`src/rtl/operand_fetch.sv`:
```
// rtl/operand_fetch.sv - burst operand fetcher with local memory and 2-entry output buffer
//
// Reads count operands from an internal DEPTH x WIDTH memory starting at
// base_addr and streams them out with a valid/ready handshake.
//
// Build option: FETCH_WRAP_EN
//   defined   - burst addresses wrap modulo DEPTH, err is tied low
//   undefined - a burst running past the top of memory is rejected with err
//
// Ports:
//   clk, rst       - clock, synchronous active-high reset
//   wr_en/addr/data - memory load port
//   start          - burst request (IDLE only), with base_addr and count
//   out_valid/ready - downstream handshake
//   out_b          - operand, out_a its odd parity, out_last final operand
//   busy           - burst in progress (FETCH or DRAIN)
//   done           - one-cycle pulse when a burst completes
//   err            - one-cycle pulse when a start is rejected
module operand_fetch #(
  parameter int DEPTH = 1024,
  parameter int WIDTH = 4,
  localparam int AW = $clog2(DEPTH)
) (
  input  logic             clk,
  input  logic             rst,
  input  logic             wr_en,
  input  logic [AW-1:0]    wr_addr,
  input  logic [WIDTH-1:0] wr_data,
  input  logic             start,
  input  logic [AW-1:0]    base_addr,
  input  logic [AW:0]      count,
  output logic             out_valid,
  input  logic             out_ready,
  output logic             out_a,
  output logic [WIDTH-1:0] out_b,
  output logic             out_last,
  output logic             busy,
  output logic             done,
  output logic             err
);

  typedef enum logic [1:0] {
    S_IDLE  = 2'd0,
    S_FETCH = 2'd1,
    S_DRAIN = 2'd2,
    S_DONE  = 2'd3
  } state_t;

  state_t             state_q, state_d;
  logic [AW-1:0]      addr_q, addr_d;
  logic [AW:0]        remaining_q, remaining_d;

  logic [WIDTH-1:0]   mem_q [DEPTH];

  logic [WIDTH-1:0]   obuf_data_q [2];
  logic               obuf_last_q [2];
  logic [1:0]         occ_q;
  logic               wptr_q;
  logic               rptr_q;

  logic               pop;
  logic               issue;
  logic               start_reject;
  logic               start_accept;

  // The read result lands straight in the buffer at the next edge, so a slot
  // is free for it whenever the buffer is not full or the head leaves now.
  assign pop   = (occ_q != 2'd0) && out_ready;
  assign issue = (state_q == S_FETCH) && ((occ_q != 2'd2) || pop);

`ifdef FETCH_WRAP_EN
  assign start_reject = 1'b0;
  assign err          = 1'b0;
`else
  localparam logic [AW:0] DEPTH_L = (AW+1)'(DEPTH);
  logic [AW:0] end_addr;
  logic        err_q;

  assign end_addr     = {1'b0, base_addr} + count;
  assign start_reject = (state_q == S_IDLE) && start && (end_addr > DEPTH_L);
  assign err          = err_q;

  always_ff @(posedge clk) begin
    if (rst) begin
      err_q <= 1'b0;
    end else begin
      err_q <= start_reject;
    end
  end
`endif

  assign start_accept = (state_q == S_IDLE) && start && !start_reject &&
                        (count != '0);

  // State register
  always_ff @(posedge clk) begin
    if (rst) begin
      state_q <= S_IDLE;
    end else begin
      state_q <= state_d;
    end
  end

  // Next-state logic; a zero-length start goes straight to DONE so done
  // still pulses the following cycle.
  always_comb begin
    state_d = state_q;
    case (state_q)
      S_IDLE: begin
        if (start && !start_reject) begin
          state_d = (count == '0) ? S_DONE : S_FETCH;
        end
      end
      S_FETCH: begin
        if (issue && (remaining_q == (AW+1)'(1))) begin
          state_d = S_DRAIN;
        end
      end
      S_DRAIN: begin
        if (pop && obuf_last_q[rptr_q]) begin
          state_d = S_DONE;
        end
      end
      default: state_d = S_IDLE;
    endcase
  end

  // Output logic
  always_comb begin
    out_valid = (occ_q != 2'd0);
    out_b     = out_valid ? obuf_data_q[rptr_q] : '0;
    out_a     = ^out_b;
    out_last  = out_valid && obuf_last_q[rptr_q];
    busy      = (state_q == S_FETCH) || (state_q == S_DRAIN);
    done      = (state_q == S_DONE);
  end

  // Address / remaining-count
  always_comb begin
    addr_d      = addr_q;
    remaining_d = remaining_q;
    if (start_accept) begin
      addr_d      = base_addr;
      remaining_d = count;
    end else if (issue) begin
      addr_d      = addr_q + 1'b1;
      remaining_d = remaining_q - 1'b1;
    end
  end

  always_ff @(posedge clk) begin
    if (rst) begin
      addr_q      <= '0;
      remaining_q <= '0;
    end else begin
      addr_q      <= addr_d;
      remaining_q <= remaining_d;
    end
  end

  // Memory write port; the read below samples the pre-write value on a
  // same-address collision.
  always_ff @(posedge clk) begin
    if (wr_en) begin
      mem_q[wr_addr] <= wr_data;
    end
  end

  // Output buffer, filled by the synchronous memory read
  always_ff @(posedge clk) begin
    if (rst) begin
      for (int i = 0; i < 2; i++) begin
        obuf_data_q[i] <= '0;
        obuf_last_q[i] <= 1'b0;
      end
      occ_q  <= 2'd0;
      wptr_q <= 1'b0;
      rptr_q <= 1'b0;
    end else begin
      if (issue) begin
        obuf_data_q[wptr_q] <= mem_q[addr_q];
        obuf_last_q[wptr_q] <= (remaining_q == (AW+1)'(1));
        wptr_q              <= ~wptr_q;
      end
      if (pop) begin
        rptr_q <= ~rptr_q;
      end
      occ_q <= occ_q + {1'b0, issue} - {1'b0, pop};
    end
  end

endmodule

```
`config.mk`:
```
export PLATFORM = sky130hd
export DESIGN_NAME = operand_fetch
export DESIGN_NICKNAME = d
export VERILOG_FILES = /design/src/rtl/operand_fetch.sv
export SDC_FILE = /design/constraint.sdc
export NUM_CORES = 2
export LEC_CHECK = 0
export BUFFER_PORTS_ARGS = -buffer_cell sky130_fd_sc_hd__buf_2
export CORE_ASPECT_RATIO = 1.5
export CORE_UTILIZATION = 31
export DETAILED_ROUTE_END_ITERATION = 10
export PLACE_DENSITY_LB_ADDON = 0.05
export SLEW_MARGIN = 10
export SYNTH_ARGS = -nofsm -noshare
export SYNTH_HDL_FRONTEND = slang
export SYNTH_MEMORY_MAX_BITS = 65536
export SYNTH_SLANG_ARGS = --single-unit
```
`constraint.sdc`:
```
create_clock -name clk -period 5.2 [get_ports clk]
set_input_delay 0.26 -clock clk [delete_from_list [all_inputs] [get_ports clk]]
set_output_delay 0.26 -clock clk [all_outputs]
set_load 0.01 [all_outputs]
```
-- Word-level counts from Yosys, hierarchy flattened
Memories as Yosys holds them, arrays and structs flattened. A register that Yosys moved wholly into a read port is not among the register bits.
Index checks and enable logic that the tools add are counted.
- bits in registers: 28
- bits in writable memories: 4106
- input bits: 40
- output and inout port bits: 10
- word-level logic and storage cells: 77
- memories: 3
- memory list (memory ; depth ; bits a word ; read ports ; clocked after Yosys merged registers in ; write ports ; RTL line ; text):
    mem_q ; 1024 ; 4 ; 1 ; 1 ; 1 ; 53 ; logic [WIDTH-1:0] mem_q [DEPTH];
    obuf_data_q ; 2 ; 4 ; 1 ; 1 ; 2 ; 55 ; logic [WIDTH-1:0] obuf_data_q [2];
    obuf_last_q ; 2 ; 1 ; 1 ; 1 ; 2 ; 56 ; logic obuf_last_q [2];
- add/sub/neg operators: 5
- order comparisons: 1
- equality and inequality tests: 8
- mux-type cells: 29
- bitwise operators: 2
- reductions and logical operators: 22
- operators by type and width (operator ; count):
    two-way mux 10 bit ; 4
    two-way mux 11 bit ; 2
    two-way mux 1 bit ; 16
    adder 10 x 11 -> 11 bit ; 1
    equality test 11 x 1 -> 1 bit (second input constant) ; 1
    greater-than comparator 11 bit (second input constant) ; 1
    logical NOT 11 bit ; 1
    nonzero test 11 bit ; 1
    subtractor 11 x 1 -> 11 bit (second input constant) ; 1
    adder 10 x 1 -> 10 bit (second input constant) ; 1
    logical AND 1 bit ; 10
    two-way mux 2 bit ; 4
    two-way mux 4 bit ; 2
    one-hot mux 2 bit (3 select lines) ; 1
    equality test 2 bit (second input constant) ; 2
    inequality test 2 x 1 -> 1 bit (second input constant) ; 2
    inequality test 2 bit (second input constant) ; 2
    nonzero test 2 bit ; 2
    OR reduction 4 bit ; 1
    XOR reduction 4 bit ; 1
    AND reduction 3 bit ; 1
    adder 2 x 1 -> 2 bit ; 1
    equality test 2 x 1 -> 1 bit (second input constant) ; 1
    logical NOT 2 bit ; 1
    other kinds (5) ; 7

-- Logic depth before layout (Yosys ltp)
- depth in word-level cells: 9
- gate-level depth with buffers: 15
- mapped depth without buffers: 11

-- Least setup slack after synthesis
No wires, ideal clock.
- path kind: flip-flop to flip-flop
- from: register (tool-made name)
- to: memory obuf_data_q[0][1] (data pin)
- setup time: 267 ps
- data arrival time: 2652 ps
- data required time: 4933 ps
- path slack: 2281 ps
- stages on the path, launching flop included: 12
- buffers on the path: 5
- clock period less this slack: 2919 ps
- cell sequence: dfxtp_1 -> buf_6 -> buf_6 -> buf_6 -> buf_6 -> buf_4 -> mux4_2 -> mux4_2 -> o211ai_1 -> nand3_1 -> a32oi_1 -> o22ai_1
- RTL lines (what ; RTL line):
    end: declaration ; 55

==> key figures <==
Synth
  • Sequential cell area fraction in the yosys report: 0.755
  • Yosys cell types: 89
  • #FFs+latches synth: 4145
  • Mapped cell area: 0.164 mm²
  • Synth Net Count: 8578
  • Asr flop ratio synth: 0
  • Ys flop type: edfxtp_1
  • Synth warnings: 0
  • Mean Syn Cell Area: 19.3 µm²
  • Post-synthesis cell count: 8518
  • EDFF count, synth: 4106

Global routing
  • Met3 Track Usage GR: 0.0269
  • Vias in the first global route: 90900
  • Global routing usage on met1: 0.292
  • Initial antenna violation count: 91
  • Gr busiest metal: met2
  • Pin count of the biggest net entering global routing: 212
  • Total gr overflow: 0
  • Met2 Usage GRT: 0.419
  • Global Route Usage Sum: 0.233
  • First-pass GRT wire length: 843 mm

Placement
  • Port Buffers: 49
  • Place WS: -0.0463 ns
  • Hpwl dp: 407 mm
  • Final Wtd Congestion: 0.816

STA
  • Max_slew headroom: 0.117
  • Final Slew Violations: 0
  • PnR worst setup slack: 0.235 ns
  • Setup-failing EPs final: 0
  • Total negative setup slack: 0 ns
  • Period minus WS final: 4.96 ns
  • Clock skew: 0.0686 ns
  • Hold Vio Cnt, Final: 0
  • RSZ-0062 raised after global routing: false
  • Fin crit share: 0.955
  • Max Fclk: 0.201 GHz
  • Worst Max-Slew Pin Slew: 1.32 ns

Setup path
  • Crit path cell chain: buf_12 -> buf_12 -> buf_12 -> buf_12 -> mux4_2 -> a22o_1 -> a221oi_1 -> buf_4 -> o22ai_1 -> nor4_1 -> a211oi_1 -> buf_4 -> nor2_1 -> buf_4 -> o21ai_1
  • Reg2Reg Setup Slack: 0.24 ns
  • CP Data Required Time: 5.99 ns
  • Critical Path AT: 5.75 ns
  • Critical path's most frequent cell: buf_12
  • Critical Path Start Type: register
  • CP Max Fanout: 42
  • Setup crit end kind: register
  • Critical path's slowest cell: nor4_1
  • CP max stage delay: 0.67 ns
  • Worst Setup Path Type: reg -> reg

Routing
  • Pre-antenna DRT Iters: 5
  • WL per Instance: 38.4 µm
  • Via-per-instance ratio: 5.33
  • Drc violations: 0
  • Final wirelength: 629 mm
  • DRT antenna net count: 0
  • Iteration-0 DRC Markers: 9445
  • Vias: 87200

Layout
  • Multi-input logic area: 0.0375 mm²
  • Number of fill cells: 48900
  • Layout area overhead: 15.8%
  • Share of cells above drive strength 1: 0.238
  • Register area: 0.124 mm²
  • Nets: 8986
  • Final core occ: 0.361

CTS
  • H-tree depth: 5
  • Root buffer cell: clkbuf_16
  • CTS tree: yes
  • CTS buffer count: 428
  • Post_cts resized: 0
  • Clock tree sinks: 4145
  • Clock transition at path regs: 0.07 ns
  • Worst-Skew Late Latency: 1.06 ns
  • Clock Tree Buf Depth: 4

Die
  • Initial Util: 0.311
  • IO Count: 50
  • Die Area: 0.533 mm²
  • DIE HEIGHT: 894 µm
  • Die span in x: 597 µm
  • Site Rows: 327
  • CORE AREA: 0.528 mm²

Pwr
  • Power Total: 89.1 mW
  • Leakage: 57.1 nW
  • PwrDens: 468 mW/mm²
  • VDD IR max: 0.000385 V

Run status
  • Status: complete, no violations

Worst hold path
  • Worst Hold Class: in -> reg

Job
  • Max_cap viols: 0
==> power breakdown <==
group | total [mW] | internal, mW | switching (mW)
Sequential | 37.0 | 36.9 | 0.179
Clock | 31.7 | 18.0 | 13.7
Combinational | 20.5 | 7.90 | 12.6
==> critical path, delay by kind of cell, from the launching register on <==
kind            cells  cell delay [ns]
buf+inv             7             1.42
mux                 1             0.63
flops               1             0.36
compound gates      5             1.08
simple gates        2             1.09
==> per-stage QoR <==
step,instance area [µm²],hold WS [ns],instances
final,190000,0.126,16400
after global routing,190000,0.114,16400
after CTS,190000,0.0196,16300
after detailed placement,176000,0.495,15500
after global placement,176000,0.497,15500
after floorplan,164000,0.359,8518
==> final cells by class <==
cell class,instances,area share
Timing Repair Buffer,596,0.0302
Clock inverter,272,0.0155
Antenna cell,31,0.000407
Multi-Input combinational cell,3733,0.197
Sequential cell,4145,0.652
Inverter,22,0.000506
Clock buffer,508,0.0583
Tap cell,7073,0.0465
==> final timing paths <==
kind,to,from,depth (start not counted)
max,obuf_data_q[0][0]$_SDFFCE_PN0P_,register,15
min,mem_q[816][0]$_DFFE_PP_,wr_addr[4],5
max reg2reg,obuf_data_q[0][0]$_SDFFCE_PN0P_,register,15
min reg2reg,rptr_q$_SDFFE_PP0P_,rptr_q$_SDFFE_PP0P_,2
==> cells in the mapped netlist (13+ instances only) <==
master	number	area share
a2111oi_0	34	0.0018
xor2_1	13	0.00069
nand4_1	16	0.00061
a311oi_1	19	0.0010
and2_1	16	0.00061
or3_1	18	0.00069
nor3_1	46	0.0014
mux2i_1	338	0.021
mux4_2	889	0.12
a31oi_1	19	0.00072
xnor2_1	15	0.00080
nor2b_1	27	0.0010
o22ai_1	119	0.0045
mux4_1	15	0.0024
clkbuf_1	255	0.0058
nor2_1	1116	0.025
a22oi_1	110	0.0050
nand3_1	69	0.0021
mux2_2	15	0.0010
buf_2	141	0.0043
a21oi_1	122	0.0037
buf_6	57	0.0039
a22o_1	47	0.0025
nand2b_1	21	0.00080
o211ai_1	16	0.00073
nand2_1	241	0.0055
inv_1	19	0.00043
o221ai_1	38	0.0020
a221oi_1	41	0.0022
o21ai_0	74	0.0023
a211oi_1	68	0.0031
ha_1	19	0.0014
buf_4	60	0.0027
nor4_1	22	0.00084
edfxtp_1	4106	0.75
buf_1	90	0.0021
dfxtp_1	39	0.0047
==> sequential cells by signal, summed over array words and instances, names as in the netlist, named ones only <==
name,cells
addr_q,10
state_q,2
remaining_q,11
occ_q,2
err,1
obuf_last_q,2
mem_q,4096
wptr_q,1
rptr_q,1
obuf_data_q,8
==> per-layer routing <==
metal  vias up  share of wire
li1      35500              -
met1     48000           0.39
met2      3017           0.52
met3       692          0.052
met4        10          0.034
met5         -        0.00010
==> placed cells by master, fill, tap and decap left out, types with 37 or more instances in the layout <==
master         count
nand2_1          233
dlygate4sd3_1     37
clkbuf_16        431
buf_2             45
o22ai_1          119
clkinv_2          85
mux2i_1          338
o221ai_1          38
bufinv_16         55
buf_4            409
buf_12           101
a21oi_1          122
mux4_2           889
nor3_1            44
a22o_1            47
clkinv_1          81
a211oi_1          65
a22oi_1          110
clkbuf_1          75
nor2_1          1110
o21ai_0           72
a221oi_1          40
edfxtp_1        4106
==> repair_timing <==
action | CTS | global route
endpoints found under the setup margin | 2 | 0
hold buffers | 37 | 0
hold endpoints to repair | 364 | 0
setup buffers | 12 | 0
==> cell families after synthesis <==
kind of cell / after synthesis / synth area share
DFF: 4145 / 0.755
muxes: 1257 / 0.146
xor gates and xnor gates: 28 / 0.00149
adders and majority gates: 20 / 0.00157
buffers and inverters: 640 / 0.0209
and+or+nand+nor: 1642 / 0.0415
AOI/OAI and AO/OA: 786 / 0.0340
(Power assumes the default switching activity.)
